--- src/rtl/pipe_result_rx.sv ---
// ============================================================================
// Module   : pipe_result_rx
// Purpose  : Buffers the multiply-add pipe's result beats in a FIFO and sums
//            each frame. Optional macro PIPE_RESULT_RX_MAX_EN adds frame_max.
// Revision : 1.0 - initial release
// ============================================================================
`default_nettype none

module pipe_result_rx #(
  parameter int DEPTH     = 8,
  parameter int FRAME_LEN = 4
) (
  input  logic                     clk,
  input  logic                     rst_n,
  input  logic                     in_valid,
  input  logic [7:0]               in_data,
  input  logic                     clr,
  input  logic                     out_ready,
  output logic                     out_valid,
  output logic [7:0]               out_data,
  output logic [$clog2(DEPTH):0]   count,
  output logic                     overflow,
  output logic [11:0]              frame_sum,
`ifdef PIPE_RESULT_RX_MAX_EN
  output logic [7:0]               frame_max,
`endif
  output logic                     sum_valid
);

  localparam int              c_AW   = $clog2(DEPTH);
  localparam int              c_CW   = c_AW + 1;
  localparam logic [c_CW-1:0] c_FULL = c_CW'(DEPTH);
  localparam logic [4:0]      c_LAST = 5'(FRAME_LEN - 1);

  typedef enum logic [0:0] {
    IDLE  = 1'b0,
    ACCUM = 1'b1
  } state_t;

  logic [7:0]      r_mem [DEPTH];
  logic [c_AW-1:0] r_wr_ptr;
  logic [c_AW-1:0] r_rd_ptr;
  logic [c_CW-1:0] r_count;
  logic            r_overflow;
  state_t          r_state;
  logic [4:0]      r_beat;
  logic [11:0]     r_psum;
  logic [11:0]     r_frame_sum;
  logic            r_sum_valid;

  logic            w_full;
  logic            w_pop;
  logic            w_push;
  logic            w_drop;
  logic            w_last;
  logic [11:0]     w_sum_next;

  assign w_full = (r_count == c_FULL);
  assign w_pop  = (r_count != '0) && out_ready;
  // A full FIFO still accepts a beat when the head leaves in the same cycle.
  assign w_push = in_valid && (!w_full || w_pop);
  assign w_drop = in_valid && w_full && !w_pop;

  // In IDLE the beat counter is 0, so FRAME_LEN==1 completes on the first beat.
  assign w_last     = (r_beat == c_LAST);
  assign w_sum_next = (r_state == IDLE) ? {4'd0, in_data} : (r_psum + {4'd0, in_data});

  always_ff @(posedge clk) begin
    if (w_push) begin
      r_mem[r_wr_ptr] <= in_data;
    end
  end

  always_ff @(posedge clk) begin
    if (!rst_n || clr) begin
      r_wr_ptr   <= '0;
      r_rd_ptr   <= '0;
      r_count    <= '0;
      r_overflow <= 1'b0;
    end else begin
      if (w_push) r_wr_ptr <= r_wr_ptr + 1'b1;
      if (w_pop)  r_rd_ptr <= r_rd_ptr + 1'b1;
      case ({w_push, w_pop})
        2'b10:   r_count <= r_count + 1'b1;
        2'b01:   r_count <= r_count - 1'b1;
        default: r_count <= r_count;
      endcase
      if (w_drop) r_overflow <= 1'b1;
    end
  end

  always_ff @(posedge clk) begin
    if (!rst_n) begin
      r_state     <= IDLE;
      r_beat      <= '0;
      r_psum      <= '0;
      r_frame_sum <= '0;
      r_sum_valid <= 1'b0;
    end else if (clr) begin
      r_state     <= IDLE;
      r_beat      <= '0;
      r_psum      <= '0;
      r_sum_valid <= 1'b0;
    end else begin
      r_sum_valid <= 1'b0;
      if (w_push) begin
        if (w_last) begin
          r_frame_sum <= w_sum_next;
          r_sum_valid <= 1'b1;
          r_state     <= IDLE;
          r_beat      <= '0;
          r_psum      <= '0;
        end else begin
          r_psum  <= w_sum_next;
          r_beat  <= r_beat + 5'd1;
          r_state <= ACCUM;
        end
      end
    end
  end

`ifdef PIPE_RESULT_RX_MAX_EN
  logic [7:0] r_pmax;
  logic [7:0] r_frame_max;
  logic [7:0] w_max_next;

  assign w_max_next = ((r_state == IDLE) || (in_data > r_pmax)) ? in_data : r_pmax;

  always_ff @(posedge clk) begin
    if (!rst_n) begin
      r_pmax      <= '0;
      r_frame_max <= '0;
    end else if (clr) begin
      r_pmax <= '0;
    end else if (w_push) begin
      if (w_last) begin
        r_frame_max <= w_max_next;
        r_pmax      <= '0;
      end else begin
        r_pmax <= w_max_next;
      end
    end
  end

  assign frame_max = r_frame_max;
`endif

  assign out_valid = (r_count != '0);
  assign out_data  = out_valid ? r_mem[r_rd_ptr] : 8'd0;
  assign count     = r_count;
  assign overflow  = r_overflow;
  assign frame_sum = r_frame_sum;
  assign sum_valid = r_sum_valid;

endmodule

`default_nettype wire
--- config.mk ---
export PLATFORM = sky130hd
export DESIGN_NAME = pipe_result_rx
export DESIGN_NICKNAME = d
export VERILOG_FILES = /design/src/rtl/pipe_result_rx.sv
export SDC_FILE = /design/constraint.sdc
export NUM_CORES = 1
export LEC_CHECK = 0
export CORE_MARGIN = 2
export CORE_UTILIZATION = 55
export DETAILED_ROUTE_END_ITERATION = 8
export PLACE_DENSITY = 0.76
export SYNTH_ARGS = -nofsm -noshare
export SYNTH_HDL_FRONTEND = slang
export SYNTH_SLANG_ARGS = --single-unit
--- constraint.sdc ---
create_clock -name clk -period 4.65 [get_ports clk]
set_input_delay 0.93 -clock clk [delete_from_list [all_inputs] [get_ports clk]]
set_output_delay 0.93 -clock clk [all_outputs]
set_load 0.01 [all_outputs]
Word level (Yosys, flattened, before mapping)
Memories as Yosys holds them, arrays and structs flattened. A register that Yosys moved wholly into a read port is not among the register bits.
Index checks and enable logic that the tools add are counted.
{ "word_totals": {"regBits": 42, "latch_bits": 0, "ramBits": 64, "mem_bits_ro": 0, "out_inout_bits": 27, "wordCells": 48, "n_memories": 1} }
{ "op_classes": {"add_sub_neg": 6, "mul": 0, "div": 0, "n_lt_le_gt_ge": 0, "n_eq_ne": 4, "shifts": 0, "n_mux": 11, "n_bitwise": 3, "n_reduce_logical": 14} }
{ "mem_list": {"columns": ["name", "words", "width", "rd", "rd_ports_with_merged_regs", "write_ports", "line", "source"], "rows": [
  ["r_mem", 8, 8, 1, 1, 1, "40", "logic [7:0] r_mem [DEPTH];"]
]} }
{ "ops": {"columns": ["op", "n"], "rows": [
  ["two-way mux 12 bit", 2],
  ["adder 12 x 8 -> 12 bit", 1],
  ["two-way mux 8 bit", 1],
  ["one-hot mux 4 bit (2 select lines)", 1],
  ["adder 3 x 1 -> 3 bit (second input constant)", 2],
  ["two-way mux 3 bit", 2],
  ["adder 5 x 1 -> 5 bit (second input constant)", 1],
  ["equality test 5 x 2 -> 1 bit (second input constant)", 1],
  ["two-way mux 5 bit", 1],
  ["adder 4 x 1 -> 4 bit (second input constant)", 1],
  ["equality test 4 bit (second input constant)", 1],
  ["logical AND 1 bit", 4],
  ["two-way mux 1 bit", 4],
  ["nonzero test 4 bit", 1],
  ["subtractor 4 x 1 -> 4 bit (second input constant)", 1],
  ["logical NOT 1 bit", 3],
  ["inverter 1 bit", 3],
  ["AND reduction 3 bit", 1],
  ["OR reduction 3 bit", 1],
  ["equality test 2 x 1 -> 1 bit (second input constant)", 1],
  ["equality test 2 bit (second input constant)", 1],
  ["logical OR 1 bit", 2],
  ["nonzero test 2 bit", 1],
  ["OR reduction 2 bit", 1]
]} }

Longest topological paths before layout
Gate-level depths: netlist of the first run.
{ "logic_depth": {"depth_word": 6, "depth_mapped": 11} }

Worst setup path after synthesis of the first run
OpenSTA, ideal clock, no wires.
{ "synth_timing": {"path_kind": "input -> register", "from": "input port out_ready", "to": "register r_count[3] (netlist: count[3])", "t_arrival_ns": 2.961, "required_ns": 4.579, "setup_slack_ns": 1.618, "path_stages": 11, "n_path_buf": 1, "path_cell_list": "nor2b_1 a21oi_4 inv_2 buf_1 ha_1 ha_1 a21o_1 a21oi_1 xnor2_1 or3_1 a21oi_1"} }
{ "synth_between": {"elab_chain_cells": 5} }
{ "synth_rtl": {"columns": ["element", "line", "source"], "rows": [
  ["start: declaration", "18", "input logic out_ready,"],
  ["logical AND 1 bit *", "59", "assign w_pop = (r_count != '0) && out_ready;"],
  ["logical OR 1 bit", "61", "assign w_push = in_valid && (!w_full || w_pop);"],
  ["logical AND 1 bit", "61", null],
  ["equality test 2 x 1 -> 1 bit / equality test 2 bit (equally long branches)", "83", "case ({w_push, w_pop})"],
  ["one-hot mux 4 bit (2 select lines) / nonzero test 2 bit (equally long branches)", null, null],
  ["end signal: assignment", "84", "2'b10: r_count <= r_count + 1'b1;"],
  ["end signal: assignment", "85", "2'b01: r_count <= r_count - 1'b1;"],
  ["end signal: assignment", "86", "default: r_count <= r_count;"],
  ["end: declaration", "43", "logic [c_CW-1:0] r_count;"]
]} }
Every way passes the cells marked *; elsewhere a longest branch is shown, timed or not.
A chain may end at the register's enable or synchronous reset.

Worst setup path in the final report of the first run
Same ends and word-level chain as after synthesis.

==> results.sh, run 1 <==
export IMPL_outcome="complete, no violations"
export IMPL_syn_to_final_growth_pct=14.71
export IMPL_rsz0062_at_grt="no"
export IMPL_finalSetupTns_ns=0
export IMPL_ys_ff_latch=109
export IMPL_grt_pass1_wl_mm=15.66
export IMPL_die_w_um=98.06
export IMPL_power_density_nw_per_um2=315.7
export IMPL_leakagePower_nw=1.938
export IMPL_dp_slack_ns=0.8174
export IMPL_diodes=0
export IMPL_fin_skew_ns=0.008708
export IMPL_port_buffers=39
export IMPL_timing_hold_violations_final=0
export IMPL_ant_nets=0
export IMPL_ys_types=53
export IMPL_ctsHtreeMaxLevel=3
export IMPL_period_share=0.7405
export IMPL_cts_tree="yes"
export IMPL_viasPerCell=5.836
export IMPL_switching_share=0.2428
export IMPL_yosysWarnings=0
export IMPL_power_switching_w=0.0004279
export IMPL_hold_path_class="flip-flop to flip-flop"
export IMPL_finalNonFillerCells=543
export IMPL_worst_path_buf_inv=2
export IMPL_vdd_ir_drop_worst_v=0.0001806
export IMPL_wire_per_inst_um=17.46
export IMPL_drc_errors=0
export IMPL_synth_most_common_cell="edfxtp_1"
export IMPL_synth_fp_nets=418
export IMPL_die_h_um=98.06
export IMPL_slew_viol_final=0
export IMPL_arrival_ns=3.75
export IMPL_layout_setup_ws_ns=1.207
export IMPL_finalSetupViolCount=0
export IMPL_postCtsSetupBuffers=0
export IMPL_grt_pass1_vias=3113
export IMPL_pwr_share_comb=0.085
export IMPL_p_clk_frac=0.322
export IMPL_async_reset_ff_frac=0
export IMPL_fin_crit_ns=3.444
export IMPL_avgSynthCellArea_um2=12.51
export IMPL_max_slew_margin_rel=0.3380
export IMPL_grt_overflow=0
export IMPL_ys_flop_type="edfxtp_1"
export IMPL_yosys_area_top_type="edfxtp_1"
export IMPL_cts_num_sinks=109
export IMPL_first_pass_iters=5
export IMPL_grt_max_degree=28
export IMPL_synth_enable_flop_cells=64
export IMPL_crit_path_max_fanout=27
export IMPL_gr_usage_all_layers=0.2082
export IMPL_synth_commonest_cells="edfxtp_1 (64), dfxtp_1 (45), nor2_1 (36), a21oi_1 (24), nand2_1 (23)"
export IMPL_dp_hpwl_mm=6.534
export IMPL_pwr_share_seq=0.592
export IMPL_core_area_um2=8636
export IMPL_syn_area_um2=4866
export IMPL_ys_top_cells_by_area="edfxtp_1 (39%), dfxtp_1 (19%), mux4_2 (7.4%)"
export IMPL_cts_resized=0
export IMPL_dp_cells=527
export IMPL_worstMarginPinSlew_ns=0.9792
export IMPL_start_util=0.5635
export IMPL_cp_start_kind="input pin"
export IMPL_crit_chain="clkdlybuf4s50_1, nor2b_1, a21oi_4, inv_2, ha_1, ha_1, a21o_1, a21oi_1, xnor2_1, or3_1, a21oi_1"
export IMPL_fin_nets=459
export IMPL_drive_above_1_share=0.1080
export IMPL_clk_pin_slew_worst_paths_ns=0.11
export IMPL_ctsHoldBuffers=0
export IMPL_dieArea_um2=9616
export IMPL_max_cap_violations=0
export IMPL_routed_wl_mm=9.483
export IMPL_regToRegSetupSlack_ns=1.69
export IMPL_cts_buffer_depth=2
export IMPL_cts_root_buf="clkbuf_8"
export IMPL_critical_path_max_stage_delay_ns=0.47
export IMPL_crit_slowest_cell="clkdlybuf4s50_1"
export IMPL_crit_type="input pin to flip-flop"
export IMPL_vias=3169
export IMPL_syn_inst=389
export IMPL_timing_fmax_mhz=290.4
export IMPL_antenna_found_initial=0
export IMPL_yosysTopAreaCellShare=0.3950
export IMPL_nFillCells=669
export IMPL_p_int_w=0.001334
export IMPL_drt_iter0_markers=292
export IMPL_globalplace_congestion=0.9001
export IMPL_cp_required_ns=4.96
export IMPL_critPathCaptureType="flip-flop"
export IMPL_insertion_delay_ns=0.37
export IMPL_crit_family="compound AO/OA/AOI/OAI gates"
export IMPL_seq_area_frac_synth=0.5801
export IMPL_row_count=34
export IMPL_ioPinCount=40
export IMPL_numCtsBuffers=9
==> layout make-up <==
type | instances | area (um2) | area share
clock buffers | 10 | 148.9 | 0.02668
inverters | 11 | 41.29 | 0.007397
well taps | 108 | 135.1 | 0.02421
multi-input cells | 251 | 1921 | 0.3441
flip-flops and latches | 109 | 2823 | 0.5057
repair buffers | 48 | 457.9 | 0.08204
clock inverters | 6 | 55.05 | 0.009863
==> worst paths after layout <==
path	end	cells past startpoint	startpoint
max	count[3]$_SDFFE_PP0P_	11	out_ready
min	frame_sum[2]$_SDFFE_PN0P_	2	frame_sum[2]$_SDFFE_PN0P_
min reg2reg	frame_sum[2]$_SDFFE_PN0P_	2	frame_sum[2]$_SDFFE_PN0P_
max reg2reg	count[3]$_SDFFE_PP0P_	10	count[0]$_SDFFE_PP0P_
==> cells in the final DEF (no fill, tap or decap), types with 14 or more instances in the layout <==
| cell type | count |
|---|---|
| a21oi_1 | 24 |
| o21ai_0 | 21 |
| mux4_2 | 16 |
| nand2_1 | 23 |
| dfxtp_1 | 45 |
| mux2i_1 | 16 |
| ha_1 | 14 |
| nor2_1 | 36 |
| edfxtp_1 | 64 |
| nand3_1 | 16 |
| clkdlybuf4s50_1 | 39 |
==> power groups by stage <==
stage	clock network [W]	logic (W)	registers (W)
global placement	0	0.000144	0.00106
floorplan	0	0.0000947	0.00106
finish	0.000568	0.000151	0.00104
CTS	0.000578	0.000151	0.00104
global route	0.000625	0.000166	0.00105
detailed placement	0	0.000150	0.00107
==> kinds of logic (layout without fill, tap and decap cells) <==
| logic type | count (synthesis) | after routing | synth area share |
|---|---|---|---|
| AND/OR/NAND/NOR | 115 | 115 | 0.1219 |
| buffers and inverters | 29 | 75 | 0.02520 |
| XOR/XNOR | 16 | 16 | 0.02880 |
| flip-flops | 109 | 109 | 0.5801 |
| adder cells (fa/ha/maj) | 16 | 16 | 0.04423 |
| AO/OA/AOI/OAI | 72 | 72 | 0.09283 |
| multiplexers | 32 | 32 | 0.1070 |
==> through the flow <==
| step | area (um2) | hold WS (ns) | util | total power (W) |
|---|---|---|---|---|
| detailed placement | 5378 | 0.4547 | 0.6227 | 0.001216 |
| CTS | 5582 | 0.4751 | 0.6463 | 0.001772 |
| global route | 5582 | 0.4959 | 0.6463 | 0.001837 |
| global placement | 5378 | 0.4458 | 0.6227 | 0.001209 |
| floorplan | 4866 | 0.4356 | - | 0.001156 |
| finish | 5582 | 0.4715 | 0.6463 | 0.001762 |
==> per-layer routing <==
| metal | track usage | share of wire | vias to the layer above |
|---|---|---|---|
| li1 | - | - | 1542 |
| met1 | 0.2856 | 0.46 | 1539 |
| met2 | 0.3330 | 0.49 | 72 |
| met3 | 0.04080 | 0.035 | 16 |
| met4 | 0.07692 | 0.021 | 0 |
| met5 | 0 | 0 | - |
==> state kept, by name (all words and copies together) (netlist names), named ones only <==
register and flops:
count 4, frame_sum 12, overflow 1, r_beat 5
r_mem 64, r_psum 12, r_rd_ptr 3, r_state 1
r_wr_ptr 3, sum_valid 1
==> worst reg2reg max path: stages, from the launching register on <==
cell and delay, ns:
dfxtp_1 0.52, nor3_2 0.12, a21oi_4 0.42, inv_2 0.33, ha_1 0.33, ha_1 0.29
a21o_1 0.18, a21oi_1 0.16, xnor2_1 0.10, or3_1 0.31, a21oi_1 0.15
No activity file was read; power rests on OpenSTA's default activity.
==> run 2, diff against run 1 <==
clock period = 3.2 ns   (was 4.65 ns; I/O delays follow)
==> run 2 against run 1 <==
  * Sequential power grew 46%
  * Register-to-register slack lost 1.1 ns
  * Wire length grew 1.8%
  * First-iteration DRC count shrank 41%
  * Critical endpoint is now out_data[2]
  * Highest routed layer unchanged
==> results.sh, run 2 (same netlist as run 1, synthesis figures left out) <==
export IMPL_numCtsBuffers=9
export IMPL_outcome="complete, no violations"
export IMPL_pwr_share_comb=0.088
export IMPL_routed_wl_mm=9.657
export IMPL_first_pass_iters=4
export IMPL_worstMarginPinSlew_ns=0.9970
export IMPL_diodes=0
export IMPL_fin_crit_ns=2.886
export IMPL_grt_overflow=0
export IMPL_cts_num_sinks=109
export IMPL_hold_path_class="flip-flop to flip-flop"
export IMPL_insertion_delay_ns=0.38
export IMPL_globalplace_congestion=0.8763
export IMPL_fin_nets=472
export IMPL_cp_start_kind="flip-flop"
export IMPL_hp_start="frame_sum[2]$_SDFFE_PN0P_"
export IMPL_period_share=0.9020
export IMPL_vias=3250
export IMPL_finalSetupViolCount=0
export IMPL_cts_tree="yes"
export IMPL_cts_resized=0
export IMPL_crit_type="flip-flop to primary output"
export IMPL_dp_slack_ns=0.3352
export IMPL_power_switching_w=0.0006416
export IMPL_layout_setup_ws_ns=0.3137
export IMPL_finalNonFillerCells=556
export IMPL_final_common_cell="edfxtp_1"
export IMPL_grt_max_degree=27
export IMPL_ctsHoldBuffers=0
export IMPL_wire_per_inst_um=17.37
export IMPL_cp_required_ns=2.56
export IMPL_multi_input_area_um2=1921
export IMPL_port_buffers=39
export IMPL_slew_viol_final=0
export IMPL_power_density_nw_per_um2=462.3
export IMPL_final_seq_area_um2=2823
export IMPL_p_int_w=0.001988
export IMPL_drt_iter0_markers=171
export IMPL_ioPinCount=40
export IMPL_crit_chain="buf_4, mux4_2, mux2i_1, nor2_1, clkdlybuf4s50_1"
export IMPL_vdd_ir_drop_worst_v=0.0002380
export IMPL_die_h_um=98.06
export IMPL_crit_path_max_fanout=16
export IMPL_antenna_found_initial=0
export IMPL_dieArea_um2=9616
export IMPL_timing_hold_violations_final=0
export IMPL_dp_cells=540
export IMPL_switching_share=0.2440
export IMPL_clk_pin_slew_worst_paths_ns=0.10
export IMPL_grt_pass1_vias=3165
export IMPL_ant_nets=0
export IMPL_finalSetupTns_ns=0
export IMPL_grt_pass1_wl_mm=15.75
export IMPL_rsz0062_at_grt="no"
export IMPL_max_cap_violations=0
export IMPL_postCtsSetupBuffers=0
export IMPL_fin_skew_ns=0.009752
export IMPL_gr_usage_all_layers=0.2104
export IMPL_p_clk_frac=0.336
export IMPL_pwr_share_seq=0.576
export IMPL_top_register="r_mem"
export IMPL_row_count=34
export IMPL_core_area_um2=8636
export IMPL_die_w_um=98.06
export IMPL_drc_errors=0
export IMPL_ctsHtreeMaxLevel=3
export IMPL_viasPerCell=5.845
export IMPL_cts_buffer_depth=2
export IMPL_layout_common_cells="edfxtp_1 (64), dfxtp_1 (45), clkdlybuf4s50_1 (39), nor2_1 (36), a21oi_1 (24)"
export IMPL_crit_slowest_cell="mux4_2"
export IMPL_rr_startpoint="count[0]$_SDFFE_PP0P_"
export IMPL_final_core_util=0.6587
export IMPL_critical_path_max_stage_delay_ns=0.54
export IMPL_drive_above_1_share=0.1339
export IMPL_syn_to_final_growth_pct=16.89
export IMPL_arrival_ns=2.25
export IMPL_nFillCells=643
export IMPL_largest_reg_flops=64
export IMPL_timing_fmax_mhz=346.5
export IMPL_critPathCaptureType="primary output"
export IMPL_max_slew_margin_rel=0.3259
export IMPL_cts_root_buf="clkbuf_8"
export IMPL_dp_hpwl_mm=6.634
export IMPL_leakagePower_nw=2.005
export IMPL_start_util=0.5635
-- run 2: cell count changes in the layout (fill, tap and decap cells not counted), sizes merged --
cell and delta:
buf +13, clkinv -2, inv +2, bufinv +1
clkbuf -1
-- run 2: metrics by stage --
stage / power [W] / hold WS, ns / area (um2)
after floorplan: 0.001680 / 0.4356 / 4866
after global placement: 0.001771 / 0.4486 / 5475
after detailed placement: 0.001778 / 0.4497 / 5475
after CTS: 0.002646 / 0.4681 / 5688
after global routing: 0.002722 / 0.4897 / 5688
final: 0.002629 / 0.4647 / 5688
-- run 2: layout make-up --
type                            count  area share
Sequential cell                   109      0.4963
Clock inverter                      7     0.01562
Tap cell                          108     0.02376
Inverter                           11    0.007259
Timing Repair Buffer               61     0.09767
Multi-Input combinational cell    251      0.3377
Clock buffer                        9     0.02178
-- run 2: critical path, delay by kind of cell, from the launching register on --
kind | cells | cell delay [ns]
buf+inv | 2 | 0.78
flops | 1 | 0.32
mux | 2 | 0.71
simple gates | 1 | 0.05
-- run 2: path summary, 6_finish.rpt --
| path | to | slack [ns] | depth (start not counted) |
|---|---|---|---|
| min | frame_sum[2]$_SDFFE_PN0P_ | 0.46 | 2 |
| min reg2reg | frame_sum[2]$_SDFFE_PN0P_ | 0.46 | 2 |
| max | out_data[2] | 0.31 | 5 |
| max reg2reg | count[3]$_SDFFE_PP0P_ | 0.59 | 11 |
-- run 2: power by group through the flow --
| stage | clock, W | sequential, W | combinational (W) |
|---|---|---|---|
| after global routing | 0.000950 | 0.00152 | 0.000255 |
| after CTS | 0.000899 | 0.00152 | 0.000232 |
| after detailed placement | 0 | 0.00155 | 0.000231 |
| after floorplan | 0 | 0.00154 | 0.000138 |
| final | 0.000883 | 0.00152 | 0.000231 |
| after global placement | 0 | 0.00154 | 0.000226 |
-- run 2: per-layer routing --
| layer | wire length [um] | track usage |
|---|---|---|
| met5 | 0 | 0 |
| met3 | 460 | 0.04152 |
| met1 | 4151 | 0.2714 |
| met4 | 153 | 0.07051 |
| met2 | 4891 | 0.3588 |
==> run 3, diff against run 2 <==
SLEW_MARGIN = 20   (was default)
==> results of run 3 <==
Final layout, timing and power as in run 2 (identical DEF).
